File: config.mk
export PLATFORM = sky130hd
export DESIGN_NAME = mem_access_ctrl
export DESIGN_NICKNAME = d
export VERILOG_FILES = /design/src/rtl/mem_ctrl_pkg.sv /design/src/rtl/mem_load_extend.sv /design/src/rtl/mem_access_ctrl.sv
export SDC_FILE = /design/constraint.sdc
export NUM_CORES = 1
export LEC_CHECK = 0
export BUFFER_PORTS_ARGS = -buffer_cell sky130_fd_sc_hd__buf_2
export CAP_MARGIN = 10
export CORE_ASPECT_RATIO = 1.2
export CORE_UTILIZATION = 26
export CTS_CLUSTER_DIAMETER = 150
export DETAILED_ROUTE_END_ITERATION = 10
export PLACE_DENSITY_LB_ADDON = 0.05
export SETUP_SLACK_MARGIN = 0.4
export SKIP_CTS_REPAIR_TIMING = 1
export SYNTH_ARGS = -nofsm -noshare
export SYNTH_HDL_FRONTEND = slang
export SYNTH_SLANG_ARGS = --single-unit
File: constraint.sdc
create_clock -name clk -period 3.5 [get_ports clk]
set_input_delay 0.7 -clock clk [delete_from_list [all_inputs] [get_ports clk]]
set_output_delay 0.7 -clock clk [all_outputs]
set_load 0.02 [all_outputs]
File: src/rtl/mem_ctrl_pkg.sv
// Shared definitions for the load/store sequencer: FSM states, func3 codes,
// fault causes and the size/alignment legality helpers.
package mem_ctrl_pkg;

    typedef enum logic [1:0] {
        ST_IDLE = 2'd0,
        ST_REQ  = 2'd1,
        ST_DONE = 2'd2,
        ST_ERR  = 2'd3
    } state_t;

    // func3 encodings, also consumed by the core decoder
    localparam logic [2:0] F3_B  = 3'b000;
    localparam logic [2:0] F3_H  = 3'b001;
    localparam logic [2:0] F3_W  = 3'b010;
    localparam logic [2:0] F3_BU = 3'b100;
    localparam logic [2:0] F3_HU = 3'b101;

    localparam logic [1:0] CAUSE_NONE     = 2'b00;
    localparam logic [1:0] CAUSE_MISALIGN = 2'b01;
    localparam logic [1:0] CAUSE_ILLEGAL  = 2'b10;
    localparam logic [1:0] CAUSE_TIMEOUT  = 2'b11;

    // Unsigned variants make no sense for stores, so they are rejected there
    function automatic logic f3_illegal(input logic is_store, input logic [2:0] f3);
        logic illegal;
        case (f3)
            F3_B, F3_H, F3_W: illegal = 1'b0;
            F3_BU, F3_HU:     illegal = is_store;
            default:          illegal = 1'b1;
        endcase
        return illegal;
    endfunction

    function automatic logic f3_misaligned(input logic [2:0] f3, input logic [1:0] lane);
        logic mis;
        case (f3)
            F3_H, F3_HU: mis = lane[0];
            F3_W:        mis = |lane;
            default:     mis = 1'b0;
        endcase
        return mis;
    endfunction

endpackage

File: src/rtl/mem_load_extend.sv
// Load data alignment: shifts the addressed bytes down to bit 0 and applies
// sign or zero extension according to func3. Purely combinational so the
// cache path can share it.
module mem_load_extend
    import mem_ctrl_pkg::*;
(
    input  logic [31:0] i_rdata,
    input  logic [1:0]  i_lane,
    input  logic [2:0]  i_func3,
    output logic [31:0] o_data
);

    logic [31:0] w_shift;

    assign w_shift = i_rdata >> {i_lane, 3'b000};

    // Extend the low byte/halfword of the shifted word
    always_comb begin
        o_data = '0;
        case (i_func3)
            F3_B:    o_data = {{24{w_shift[7]}}, w_shift[7:0]};
            F3_H:    o_data = {{16{w_shift[15]}}, w_shift[15:0]};
            F3_W:    o_data = w_shift;
            F3_BU:   o_data = {24'd0, w_shift[7:0]};
            F3_HU:   o_data = {16'd0, w_shift[15:0]};
            default: o_data = '0;
        endcase
    end

endmodule

File: src/rtl/mem_access_ctrl.sv
// Load/store sequencer: one bus transaction per memory instruction, with
// pipeline stall, lane enables, store replication, load extension and
// misaligned / illegal / timeout fault reporting.
module mem_access_ctrl
    import mem_ctrl_pkg::*;
#(
    parameter int TIMEOUT = 255
) (
    input  logic        clk,
    input  logic        rst,
    input  logic        req_valid,
    input  logic        MemRW,
    input  logic [2:0]  func3,
    input  logic [31:0] addr,
    input  logic [31:0] wdata,
    output logic        stall,
    output logic        done,
    output logic [31:0] rdata,
    output logic        fault,
    output logic [1:0]  fault_cause,
    output logic        bus_req,
    output logic        bus_we,
    output logic [31:0] bus_addr,
    output logic [3:0]  bus_be,
    output logic [31:0] bus_wdata,
    input  logic        bus_ack,
    input  logic [31:0] bus_rdata
);

    // Last wait-counter value before giving up on the bus
    localparam logic [7:0] LP_WAIT_LAST = 8'(TIMEOUT - 1);

    state_t      r_state;
    logic [7:0]  r_wait_cnt;
    logic [2:0]  r_func3;
    logic [1:0]  r_lane;

    logic        w_illegal;
    logic        w_misaligned;
    logic [3:0]  w_be;
    logic [31:0] w_wdata;
    logic [31:0] w_ext;

    assign w_illegal    = f3_illegal(MemRW, func3);
    assign w_misaligned = f3_misaligned(func3, addr[1:0]);

    // Issuing cycle is stalled too, so the core holds the instruction in place
    assign stall = ((r_state == ST_IDLE) && req_valid) || (r_state == ST_REQ);

    // Byte-lane enables and store-data replication for the incoming access
    always_comb begin
        w_be    = 4'b0000;
        w_wdata = wdata;
        case (func3)
            F3_B, F3_BU: begin
                w_be    = 4'b0001 << addr[1:0];
                w_wdata = {4{wdata[7:0]}};
            end
            F3_H, F3_HU: begin
                w_be    = 4'b0011 << {addr[1], 1'b0};
                w_wdata = {2{wdata[15:0]}};
            end
            F3_W:    w_be = 4'b1111;
            default: ;
        endcase
    end

    // Extension works from the latched lane/size, not the live inputs
    mem_load_extend u_load_extend (
        .i_rdata (bus_rdata),
        .i_lane  (r_lane),
        .i_func3 (r_func3),
        .o_data  (w_ext)
    );

    // Sequencer FSM with registered outputs; bus fields live only in REQ
    always_ff @(posedge clk) begin
        if (rst) begin
            r_state     <= ST_IDLE;
            r_wait_cnt  <= '0;
            r_func3     <= '0;
            r_lane      <= '0;
            done        <= 1'b0;
            rdata       <= '0;
            fault       <= 1'b0;
            fault_cause <= CAUSE_NONE;
            bus_req     <= 1'b0;
            bus_we      <= 1'b0;
            bus_addr    <= '0;
            bus_be      <= '0;
            bus_wdata   <= '0;
        end else begin
            done        <= 1'b0;
            rdata       <= '0;
            fault       <= 1'b0;
            fault_cause <= CAUSE_NONE;
            case (r_state)
                ST_IDLE: begin
                    if (req_valid) begin
                        if (w_illegal) begin
                            r_state     <= ST_ERR;
                            fault       <= 1'b1;
                            fault_cause <= CAUSE_ILLEGAL;
                        end else if (w_misaligned) begin
                            r_state     <= ST_ERR;
                            fault       <= 1'b1;
                            fault_cause <= CAUSE_MISALIGN;
                        end else begin
                            r_state    <= ST_REQ;
                            r_wait_cnt <= '0;
                            r_func3    <= func3;
                            r_lane     <= addr[1:0];
                            bus_req    <= 1'b1;
                            bus_we     <= MemRW;
                            bus_addr   <= {addr[31:2], 2'b00};
                            bus_be     <= w_be;
                            bus_wdata  <= w_wdata;
                        end
                    end
                end
                ST_REQ: begin
                    if (bus_ack || (r_wait_cnt == LP_WAIT_LAST)) begin
                        bus_req   <= 1'b0;
                        bus_we    <= 1'b0;
                        bus_addr  <= '0;
                        bus_be    <= '0;
                        bus_wdata <= '0;
                        if (bus_ack) begin
                            r_state <= ST_DONE;
                            done    <= 1'b1;
                            rdata   <= bus_we ? 32'd0 : w_ext;
                        end else begin
                            r_state     <= ST_ERR;
                            fault       <= 1'b1;
                            fault_cause <= CAUSE_TIMEOUT;
                        end
                    end else begin
                        r_wait_cnt <= r_wait_cnt + 8'd1;
                    end
                end
                ST_DONE: r_state <= ST_IDLE;
                ST_ERR:  r_state <= ST_IDLE;
                default: r_state <= ST_IDLE;
            endcase
        end
    end

endmodule

After elaboration in Yosys (flattened, before gate mapping) --
Cells that the tools add are included.
Storage, ports and cells: bits in registers 121, bits in latches 0, bits in writable memories 0, bits in read-only memories 0, input port bits 104, output and inout port bits 107, logic and storage cells 110, memories 0
Cells by class: $add $sub $neg 1, multipliers 0, divide/modulo/power cells 0, order comparisons 0, eq/ne operators 17, shift-type cells 3, multiplexer cells 52, bitwise logic cells 5, reductions and logical operators 19
Operator list (number):
- 32-bit 2-to-1 mux | 7
- 32-bit one-hot mux with 2 select lines | 3
- 32-bit one-hot mux with 5 select lines | 1
- 8-bit 2-to-1 mux | 4
- 32-bit by 5-bit >> shifter with 32-bit output | 1
- 2-bit 2-to-1 mux | 8
- 4-bit 2-to-1 mux | 4
- 8-bit one-hot mux with 2 select lines | 1
- 1-bit 2-to-1 mux | 15
- 3-bit equality test (second input constant) | 4
- 4-bit one-hot mux with 3 select lines | 1
- 1-bit one-hot mux with 2 select lines | 5
- 5-bit AND reduction | 2
- 2-bit OR reduction | 5
- 8-bit by 1-bit adder with 8-bit output (second input constant) | 1
- 8-bit equality test (second input constant) | 1
- 2-bit inequality test (second input constant) | 4
- 4-bit one-hot mux with 2 select lines | 1
- 3-bit by 1-bit equality test with 1-bit output (second input constant) | 2
- 3-bit by 2-bit equality test with 1-bit output (second input constant) | 2
- 3-bit zero test | 2
- 2-bit one-hot mux with 3 select lines | 1
- 3-bit OR reduction | 2
- 1-bit NOT | 5
- other kinds (13) | 15

Logic depth before layout (Yosys ltp) --
Gate-level depths: netlist (run 1).
depth after elaboration 7, mapped depth 8, depth with buffers taken out 7

By module --
Synthesis (run 1) repeated with hierarchy kept, for this count alone.
Unflattened totals: cell total of the unflattened synthesis 498, area, all modules 5129.9 um^2
Modules (own cells, without submodules):
- mem_access_ctrl | times used 1, cells an instance 387, area each 4286.6 um^2, seq. area each 2382.3 um^2
- mem_load_extend | times used 1, cells an instance 111, area each 843.3 um^2, seq. area each 0.0 um^2

Least setup slack after synthesis (run 1) --
No wires, ideal clock.
path kind in2reg, start in func3[0], end reg bus_be[0], setup time 0.117 ns, data arrival time 2.226 ns, required time 3.383 ns, setup slack 1.157 ns, stages on the path 8, path buffers 3, path through buf_2 -> or4_4 -> nand3_1 -> o211ai_2 -> nor2b_1 -> clkbuf_1 -> buf_2 -> a22o_1
On the way: cells in the longest elaborated chain, start to end 7, elaborated cells on any way between the ends 19, classes of those cells 6 x eq/ne; 7 x mux; 6 x reduce/logical
RTL lines:
- from (decl) | line mem_access_ctrl.sv:13 | input logic [2:0] func3,
- 3-bit by 1-bit equality test with 1-bit output (tied with other cells) | line mem_ctrl_pkg.sv:27, mem_ctrl_pkg.sv:37, mem_access_ctrl.sv:54
- 2-bit OR reduction (on tied branches) | line mem_ctrl_pkg.sv:37, mem_access_ctrl.sv:54
- 4-bit one-hot mux with 3 select lines | line mem_access_ctrl.sv:54 | case (func3)
- 4-bit 2-to-1 mux | line mem_access_ctrl.sv:104 | end else if (w_misaligned) begin
- 4-bit 2-to-1 mux | line mem_access_ctrl.sv:100 | if (w_illegal) begin
- 4-bit 2-to-1 mux | line mem_access_ctrl.sv:99 | if (req_valid) begin
- 4-bit one-hot mux with 2 select lines | line mem_access_ctrl.sv:97 | case (r_state)
- to (signal assigned) | line mem_access_ctrl.sv:116 | bus_be <= w_be;
- to (decl) | line mem_access_ctrl.sv:24 | output logic [3:0] bus_be,
Parallel ways exist; a longest one is shown, timed or not. The select of a mux whose other input is x is not followed. A chain may end at the register's enable or synchronous reset.

Worst setup path after layout (run 1) --
start reg r_lane[0], end reg rdata[19]
On the way: cells in the longest elaborated chain, start to end 2
RTL lines:
- from (decl) | line mem_access_ctrl.sv:36 | logic [1:0] r_lane;
- from (signal assigned) | line mem_access_ctrl.sv:112 | r_lane <= addr[1:0];
- 32-bit by 5-bit >> shifter with 32-bit output | line mem_load_extend.sv:15 | assign w_shift = i_rdata >> {i_lane, 3'b000};
- 32-bit one-hot mux with 5 select lines | line mem_load_extend.sv:20 | case (i_func3)
- to (signal assigned) | line mem_access_ctrl.sv:131 | rdata <= bus_we ? 32'd0 : w_ext;
- to (decl) | line mem_access_ctrl.sv:18 | output logic [31:0] rdata,
Every way passes these cells.

==> flow_summary_export.csv, run 1 <==
group,metric,value,unit
sta,finalHoldViolCount,0,
routing,ant_nets,0,
pwr,intPower,2.65,mW
sta,period_minus_slack,2.56,ns
synth,synth_common_cells,"dfxtp_1, nand2_1, mux2i_1",
cts,numCtsBuffers,17,
placement,portBuffers,208,
critical_path,cp.depth,5,
routing,drcViolationCount,0,
global_routing,grt_pass1_wl,23000,um
floorplanning,initial_core_util,26.9,%
global_routing,grt_max_degree,47,
synth,yosysMostFrequentCell,"dfxtp_1",
synth,synthesis.area,0.00478,mm2
min_path,hold_path_class,"reg2reg",
sta,worst_pin_slew,0.967,ns
synth,yosysTopAreaCell,"dfxtp_1",
routing,wl_per_cell,16.1,um
synth,synth_seq_cells,119,
pwr,peakVddDrop,0.318,mV
floorplanning,rows,53,
sta,rsz0062_at_grt,"no",
floorplanning,dieArea,0.0189,mm2
synth,synth_edf_count,0,
sta,fin_tns_setup,0,ns
synth,ys_warn_count,0,
floorplanning,die_height,151,um
cts,clockRootBuffer,"clkbuf_16",
critical_path,max_stage_delay,0.70,ns
layout,syn_to_final_growth,37.8,%
routing,num_vias,4356,
sta,period_share,73.1,%
synth,ys_types,47,
layout,final_nets,792,
layout,fillers,1847,
placement,routabilityCongestion,0.764,
synth,dominantRegCellSynth,"dfxtp_1",
global_routing,grt_pass1_vias,4282,
synth,synthCells,489,
routing,first_pass_iters,4,
floorplanning,die_x,126,um
global_routing,grt_antenna_before_repair,2,
critical_path,critPathMaxFanout,16,
global_routing,overflow,0,
cts,clk_pin_slew,0.06,ns
critical_path,crit_type,"reg2reg",
synth,ys_async_sr_fraction,0,%
floorplanning,core_area,0.0178,mm2
sta,clock-skew-final,0.00981,ns
critical_path,crit_buf_inv,0,
critical_path,cp_top_family,"compound AO/OA/AOI/OAI gates",
cts,cts.sinks,119,
critical_path,worstSetupEndpointType,"flop",
routing,drt-initial-drc-count,182,
pwr,clockPowerShare,47.8,%
floorplanning,io_pins,211,
pwr,seqPwrFrac,40.2,%
critical_path,cpMaxStageDelayCell,"a21boi_2",
sta,max_freq,391,MHz
routing,totalWireLength,14800,um
pwr,p_sw,0.919,mW
min_path,hold_path_depth,1,
sta,slew_violations,0,
cts,cts_tree,"yes",
placement,dpl.hpwl,10700,um
sta,setup_viol,0,
synth,yosysTopAreaCellShare,49.8,%
critical_path,reg2regPathDepth,5,
job,cap_violations,0,
critical_path,arrival,2.81,ns
pwr,power,3.57,mW
critical_path,crit_chain,"mux2_2 > mux2i_1 > or4_1 > a21boi_2 > a21oi_1",
sta,maxSlewHeadroom,35.3,%
layout,drive_gt1_share,38.6,%
synth,seq_area_frac_synth,49.8,%
pwr,power.leakage,3.04,nW
critical_path,required,3.75,ns
routing,vias_per_cell,4.73,
synth,synth.area.top_cells,"dfxtp_1, mux2i_1, a22o_1",
global_routing,grt_usage,15.9,%
synth,syn_area_per_cell,9.78,um2
cts,htreeDepth,4,
cts,clk_latency,0.41,ns
status,status,"finished clean",
cts,cts_buffer_depth,2,
pwr,power.density,542,mW/mm2
pwr,p_comb_share,12.1,%
pwr,p_sw_share,25.7,%
critical_path,start_kind,"flop",
## power by group through the flow
stage	Clock (mW)	Combinational, mW	Sequential, mW
finish	1.71	0.430	1.43
global route	1.83	0.469	1.44
CTS	1.76	0.437	1.43
detailed placement	0	0.436	1.46
global placement	0	0.434	1.46
floorplan	0	0.216	1.51
## layer usage
| metal | vias to the layer above | wire (um) | global-route usage [%] |
|---|---|---|---|
| li1 | 2163 | - | - |
| met1 | 2026 | 6220 | 18.7 |
| met2 | 144 | 7200 | 26.0 |
| met3 | 21 | 1050 | 5.29 |
| met4 | 2 | 347 | 7.77 |
| met5 | - | 10 | 0 |
## final timing paths
path | startpoint | end | slack [ns]
worst max-delay path | r_lane[0] | rdata[19] | 0.94
worst min-delay path | bus_wdata[18] | bus_wdata[18] | 0.46
worst max register to register | r_lane[0] | rdata[19] | 0.94
worst min register to register | bus_wdata[18] | bus_wdata[18] | 0.46
## layout make-up
cell class                 count  area [um2]  area share, %
tap                          220         275           4.18
timing repair buffer         217        1110           16.8
clock inverter                12         128           1.94
antenna                        1        2.50         0.0380
inverter                       5        18.8          0.285
multi-input combinational    326        2220           33.7
sequential                   119        2380           36.1
clock buffer                  20         457           6.93
## sequential cells by signal (all words and copies together) (netlist names)
register,flops
bus_be,4
rdata,32
fault,1
r_wait_cnt,8
done,1
r_lane,2
bus_wdata,32
r_func3,3
bus_addr,30
bus_we,1
fault_cause,2
r_state,2
bus_req,1
## logic make-up (layout without fill, tap and decap cells)
| kind of cell | count (synthesis) | after routing | share of synthesized area, % |
|---|---|---|---|
| AO/OA/AOI/OAI | 147 | 147 | 21.9 |
| buffers and inverters | 45 | 254 | 4.16 |
| flip-flops | 119 | 119 | 49.8 |
| adder cells (fa/ha/maj) | 2 | 2 | 0.523 |
| XOR/XNOR | 1 | 1 | 0.183 |
| other | 1 | 3 | 0.0784 |
| multiplexers | 54 | 54 | 11.6 |
| AND/OR/NAND/NOR | 120 | 120 | 11.8 |
## through the flow
stage          utilization, %  hold WS [ns]  worst slack, ns  cells  area [um2]
2_1_floorplan               -         0.454             1.16    490        4790
3_3_place_gp             33.8         0.438            0.569    887        6000
3_5_place_dp             33.8         0.443            0.471    887        6000
4_1_cts                  37.1         0.461            0.934    919        6590
5_1_grt                  37.1         0.468            0.780    919        6590
6_report                 37.1         0.456            0.943    920        6590
## cells in the final DEF (no fill, tap or decap), types with 8 or more instances in the layout
cell type and n:
buf_2 208, o21ai_0 22, nand2_1 50, a21oi_1 38, mux2_2 10, nor2_1 35
o2bb2ai_1 18, a22oi_1 8, dfxtp_1 119, mux2i_1 44, clkbuf_16 17, buf_4 9
a22o_1 40
Power figures use the tool's default switching activity.
==> run 2, diff against run 1 <==
==> constraint.sdc (replaced) <==
create_clock -name clk -period 2.6 [get_ports clk]
set_input_delay 0.52 -clock clk [delete_from_list [all_inputs] [get_ports clk]]
set_output_delay 0.52 -clock clk [all_outputs]
set_load 0.02 [all_outputs]
==> run 2 against run 1 <==
  * Cell count is 1.1% higher
  * Worst setup slack worse by 0.31 ns
  * Highest routed layer unchanged
  * Design area increased by 2.5%
  * Sequential cell count unchanged
  * Power up 39%
  * Fmax is 30% higher
  * Via count is 0.62% higher
==> flow_summary_export.csv, run 2 (synthesis gave the netlist of run 1 again) <==
group,metric,value,unit
sta,slew_violations,0,
layout,reg_top3,"bus_wdata (32), rdata (32), bus_addr (30)",
pwr,p_sw,1.21,mW
pwr,power.leakage,3.14,nW
pwr,intPower,3.74,mW
global_routing,grt_antenna_before_repair,1,
layout,finalCoreUtilization,38.0,%
sta,period_share,75.6,%
global_routing,grt_pass1_vias,4414,
floorplanning,rows,53,
routing,drcViolationCount,0,
floorplanning,die_x,126,um
sta,clock-skew-final,0.00597,ns
floorplanning,core_area,0.0178,mm2
global_routing,grt_max_degree,42,
layout,syn_to_final_growth,41.3,%
critical_path,required,2.95,ns
sta,period_minus_slack,1.97,ns
floorplanning,initial_core_util,26.9,%
cts,htreeDepth,4,
floorplanning,io_pins,211,
sta,finalHoldViolCount,0,
pwr,power.density,733,mW/mm2
placement,routabilityCongestion,0.767,
pwr,p_comb_share,12.5,%
sta,maxSlewHeadroom,63.4,%
pwr,seqPwrFrac,38.9,%
job,cap_violations,0,
cts,cts_buffer_depth,2,
routing,totalWireLength,14700,um
floorplanning,die_height,151,um
sta,worst_pin_slew,0.548,ns
global_routing,grt_usage,15.6,%
cts,cts_tree,"yes",
sta,hold_ws,0.318,ns
routing,first_pass_iters,5,
critical_path,crit_type,"reg2reg",
global_routing,grt_pass1_wl,22800,um
pwr,p_sw_share,24.5,%
min_path,hold_path_class,"in2reg",
routing,drt-initial-drc-count,111,
routing,wl_per_cell,15.8,um
routing,vias_per_cell,4.71,
cts,numCtsBuffers,17,
floorplanning,dieArea,0.0189,mm2
sta,max_freq,509,MHz
layout,drive_gt1_share,39.9,%
cts,clk_pin_slew,0.05,ns
cts,clockRootBuffer,"clkbuf_16",
layout,antenna_cells,0,
critical_path,start_kind,"flop",
cts,cts.sinks,119,
cts,clk_latency,0.41,ns
global_routing,overflow,0,
critical_path,arrival,2.31,ns
placement,dpl.hpwl,10700,um
pwr,power,4.95,mW
placement,portBuffers,208,
layout,final_nets,804,
critical_path,worstSetupEndpointType,"flop",
layout,final_common_cell,"buf_2",
routing,ant_nets,0,
layout,layout_common_cells,"buf_2, dfxtp_1, nand2_1, mux2i_1, a22o_1",
routing,num_vias,4383,
sta,setup_viol,0,
pwr,clockPowerShare,48.5,%
sta,rsz0062_at_grt,"no",
status,status,"finished clean",
critical_path,critPathMaxFanout,15,
sta,fin_tns_setup,0,ns
pwr,peakVddDrop,0.400,mV
-- run 2: final cells by class --
type                    count  area (um2)
fillers                  1872       11000
flip-flops and latches    119        2380
multi-input cells         327        2240
repair buffers            228        1230
clock buffers              22         484
well taps                 220         275
clock inverters             9         123
inverters                   5        22.5
-- run 2: per-stage QoR --
stage               instances  instance area [um2]  setup WS, ns
global route              930                 6760         0.513
global placement          895                 6090         0.132
CTS                       926                 6700         0.256
floorplan                 490                 4790         0.437
detailed placement        895                 6090         0.119
finish                    930                 6760         0.635
-- run 2: worst paths after layout --
check	startpoint	end	slack (ns)	depth (start not counted)
worst max-delay path	r_wait_cnt[0]	r_wait_cnt[6]	0.63	7
worst min-delay path	addr[25]	bus_addr[25]	0.32	2
worst max register to register	r_wait_cnt[0]	r_wait_cnt[6]	0.63	7
worst min register to register	bus_be[1]	bus_be[1]	0.46	1
-- run 2: power by group through the flow --
stage	Sequential, mW	Clock (mW)	Combinational (mW)
after global placement	1.97	0	0.606
after floorplan	2.03	0	0.291
after global routing	1.94	2.56	0.678
final	1.93	2.40	0.621
after detailed placement	1.97	0	0.606
after CTS	1.93	2.47	0.607
-- run 2: critical path, cell delays in order, from the launching register on --
cell and delay [ns]:
dfxtp_1 0.33, inv_1 0.06, ha_1 0.20, and3_1 0.18, a211o_1 0.30, a22o_4 0.28, or4_1 0.48, nand2_1 0.07
-- run 2: metal layers --
layer / vias to the layer above / track usage (%) / share of wire, %
li1: 2189 / - / -
met4: 2 / 7.53 / 2.5
met1: 2020 / 17.7 / 42
met5: - / 0 / 0.088
met2: 142 / 26.9 / 50
met3: 30 / 4.80 / 5.9
==> run 3, diff against run 2 <==
==> constraint.sdc (replaced) <==
create_clock -name clk -period 2 [get_ports clk]
set_input_delay 0.4 -clock clk [delete_from_list [all_inputs] [get_ports clk]]
set_output_delay 0.4 -clock clk [all_outputs]
set_load 0.02 [all_outputs]
==> run 3 against run 2 <==
  * Sequential share of layout area down 2.3 points
  * Sequential cell count is the same
  * Clock-buffer cell count decreased by 2
  * Power rose by 28%
  * Non-clock buffer count rose by 30
  * Clock skew up 0.0055 ns
  * Worst setup slack got worse by 0.50 ns
  * Fmax increased by 5.4%
  * First-iteration DRC count rose by 31%
  * Largest power group unchanged
==> flow_summary_export.csv, run 3 (synthesis gave the netlist of run 1 again) <==
group,metric,value,unit
status,status,"finished clean",
cts,numCtsBuffers,17,
layout,final_nets,834,
pwr,power.density,873,mW/mm2
global_routing,overflow,0,
cts,cts.sinks,119,
sta,period_minus_slack,1.87,ns
min_path,hold_path_class,"in2reg",
pwr,intPower,4.64,mW
global_routing,grt_antenna_before_repair,3,
pwr,p_sw_share,26.9,%
global_routing,grt_max_degree,42,
sta,maxSlewHeadroom,65.1,%
cts,clk_pin_slew,0.06,ns
placement,portBuffers,208,
routing,ant_nets,0,
placement,post-place-ws,-0.102,ns
routing,first_pass_iters,5,
critical_path,critPathMaxFanout,5,
pwr,p_comb_share,15.7,%
routing,vias_per_cell,4.77,
floorplanning,io_pins,211,
floorplanning,core_area,0.0178,mm2
pwr,p_sw,1.71,mW
critical_path,start_kind,"flop",
pwr,seqPwrFrac,39.5,%
cts,clockRootBuffer,"clkbuf_16",
critical_path,required,2.34,ns
placement,routabilityCongestion,0.743,
placement,dp.cells,908,
critical_path,r2r-start,"r_wait_cnt[0]",
sta,max_freq,536,MHz
critical_path,r2r-end,"r_wait_cnt[5]",
layout,final_common_cell,"buf_2",
routing,totalWireLength,16200,um
routing,num_vias,4590,
pwr,peakVddDrop,0.591,mV
floorplanning,initial_core_util,26.9,%
sta,period_share,93.3,%
layout,final_cells,963,
cts,htreeDepth,4,
floorplanning,die_height,151,um
floorplanning,rows,53,
sta,clock-skew-final,0.0115,ns
floorplanning,dieArea,0.0189,mm2
sta,layout_setup_ws,0.135,ns
global_routing,grt_pass1_wl,23000,um
global_routing,grt_usage,15.8,%
pwr,power.leakage,3.31,nW
min_path,hold_path_depth,2,
critical_path,reg2regPathDepth,7,
critical_path,crit_type,"reg2reg",
layout,fillers,1831,
critical_path,worstSetupEndpointType,"flop",
job,cap_violations,0,
routing,wl_per_cell,16.8,um
floorplanning,die_x,126,um
layout,drive_gt1_share,46.6,%
cts,clk_latency,0.42,ns
layout,syn_to_final_growth,52.2,%
pwr,clockPowerShare,44.8,%
sta,worst_pin_slew,0.518,ns
placement,dpl.hpwl,11000,um
critical_path,regToRegSetupSlack,0.13,ns
cts,cts_buffer_depth,2,
min_path,hold_path_end,"bus_addr[19]",
layout,layout_common_cells,"buf_2, dfxtp_1, nand2_1, mux2i_1, a22o_1",
routing,drt-initial-drc-count,145,
min_path,worstHoldStart,"addr[19]",
cts,cts_tree,"yes",
sta,rsz0062_at_grt,"yes",
critical_path,arrival,2.21,ns
routing,drcViolationCount,0,
sta,slew_violations,0,
sta,setup_viol,0,
sta,finalHoldViolCount,0,
layout,reg_top3,"bus_wdata (32), rdata (32), bus_addr (30)",
sta,fin_tns_setup,0,ns
global_routing,grt_pass1_vias,4368,
run 3: cell types whose count changed in the layout (fill, tap and decap cells not counted), sizes merged:
cell / delta
buf: +24
clkinvlp: +6
clkbuf: +4
bufinv: -2
diode: +2
a22o: +1
clkinv: -1
nor2b: -1
run 3: worst max path at each step:
stage                             start  depth (start not counted)  slack [ns]       endpoint
after global routing      r_wait_cnt[0]                          7        0.08  r_wait_cnt[5]
after global placement          addr[1]                          6        -0.1  r_wait_cnt[6]
after floorplan                func3[0]                          7        0.03  r_wait_cnt[7]
final                     r_wait_cnt[0]                          7        0.13  r_wait_cnt[5]
after CTS                 r_wait_cnt[0]                          7       -0.01  r_wait_cnt[6]
after detailed placement        addr[1]                          6       -0.10  r_wait_cnt[6]
run 3: stage by stage:
stage	power (mW)	instance area [um2]	util (%)	hold slack, ns
3_5_place_dp	3.40	6270	35.3	0.437
3_3_place_gp	3.40	6270	35.3	0.439
2_1_floorplan	3.08	4980	-	0.459
6_report	6.35	7280	41.0	0.189
4_1_cts	6.27	6820	38.4	0.172
5_1_grt	6.63	7270	40.9	0.171
run 3: power groups by stage:
stage	Clock, mW	Combinational, mW	Sequential, mW
6_report	2.85	1.00	2.51
3_3_place_gp	0	0.846	2.55
5_1_grt	3.03	1.08	2.52
2_1_floorplan	0	0.441	2.64
4_1_cts	2.92	0.851	2.50
3_5_place_dp	0	0.850	2.55
run 3: layer usage:
metal	track usage [%]	share of wire, %	vias up
met2	26.3	49	155
met1	18.3	42	2161
met3	6.15	7.2	22
li1	-	-	2248
met4	5.96	1.6	4
met5	0	0.099	-
run 3: cell type report:
type,count,area (um2),area share (%)
multi-input combinational,327,2380,32.8
clock inverter,12,105,1.44
timing repair buffer,258,1640,22.6
antenna,2,5.00,0.0688
sequential,119,2400,32.9
clock buffer,20,447,6.14
inverter,5,23.8,0.327
tap,220,275,3.78
run 3: worst max-delay path, cell delays in order, from the launching register on:
cell and delay (ns):
dfxtp_2 0.34, inv_2 0.05, ha_4 0.16, and3_4 0.17
a211o_1 0.31, a22o_4 0.27, or3_4 0.37, a21oi_2 0.13
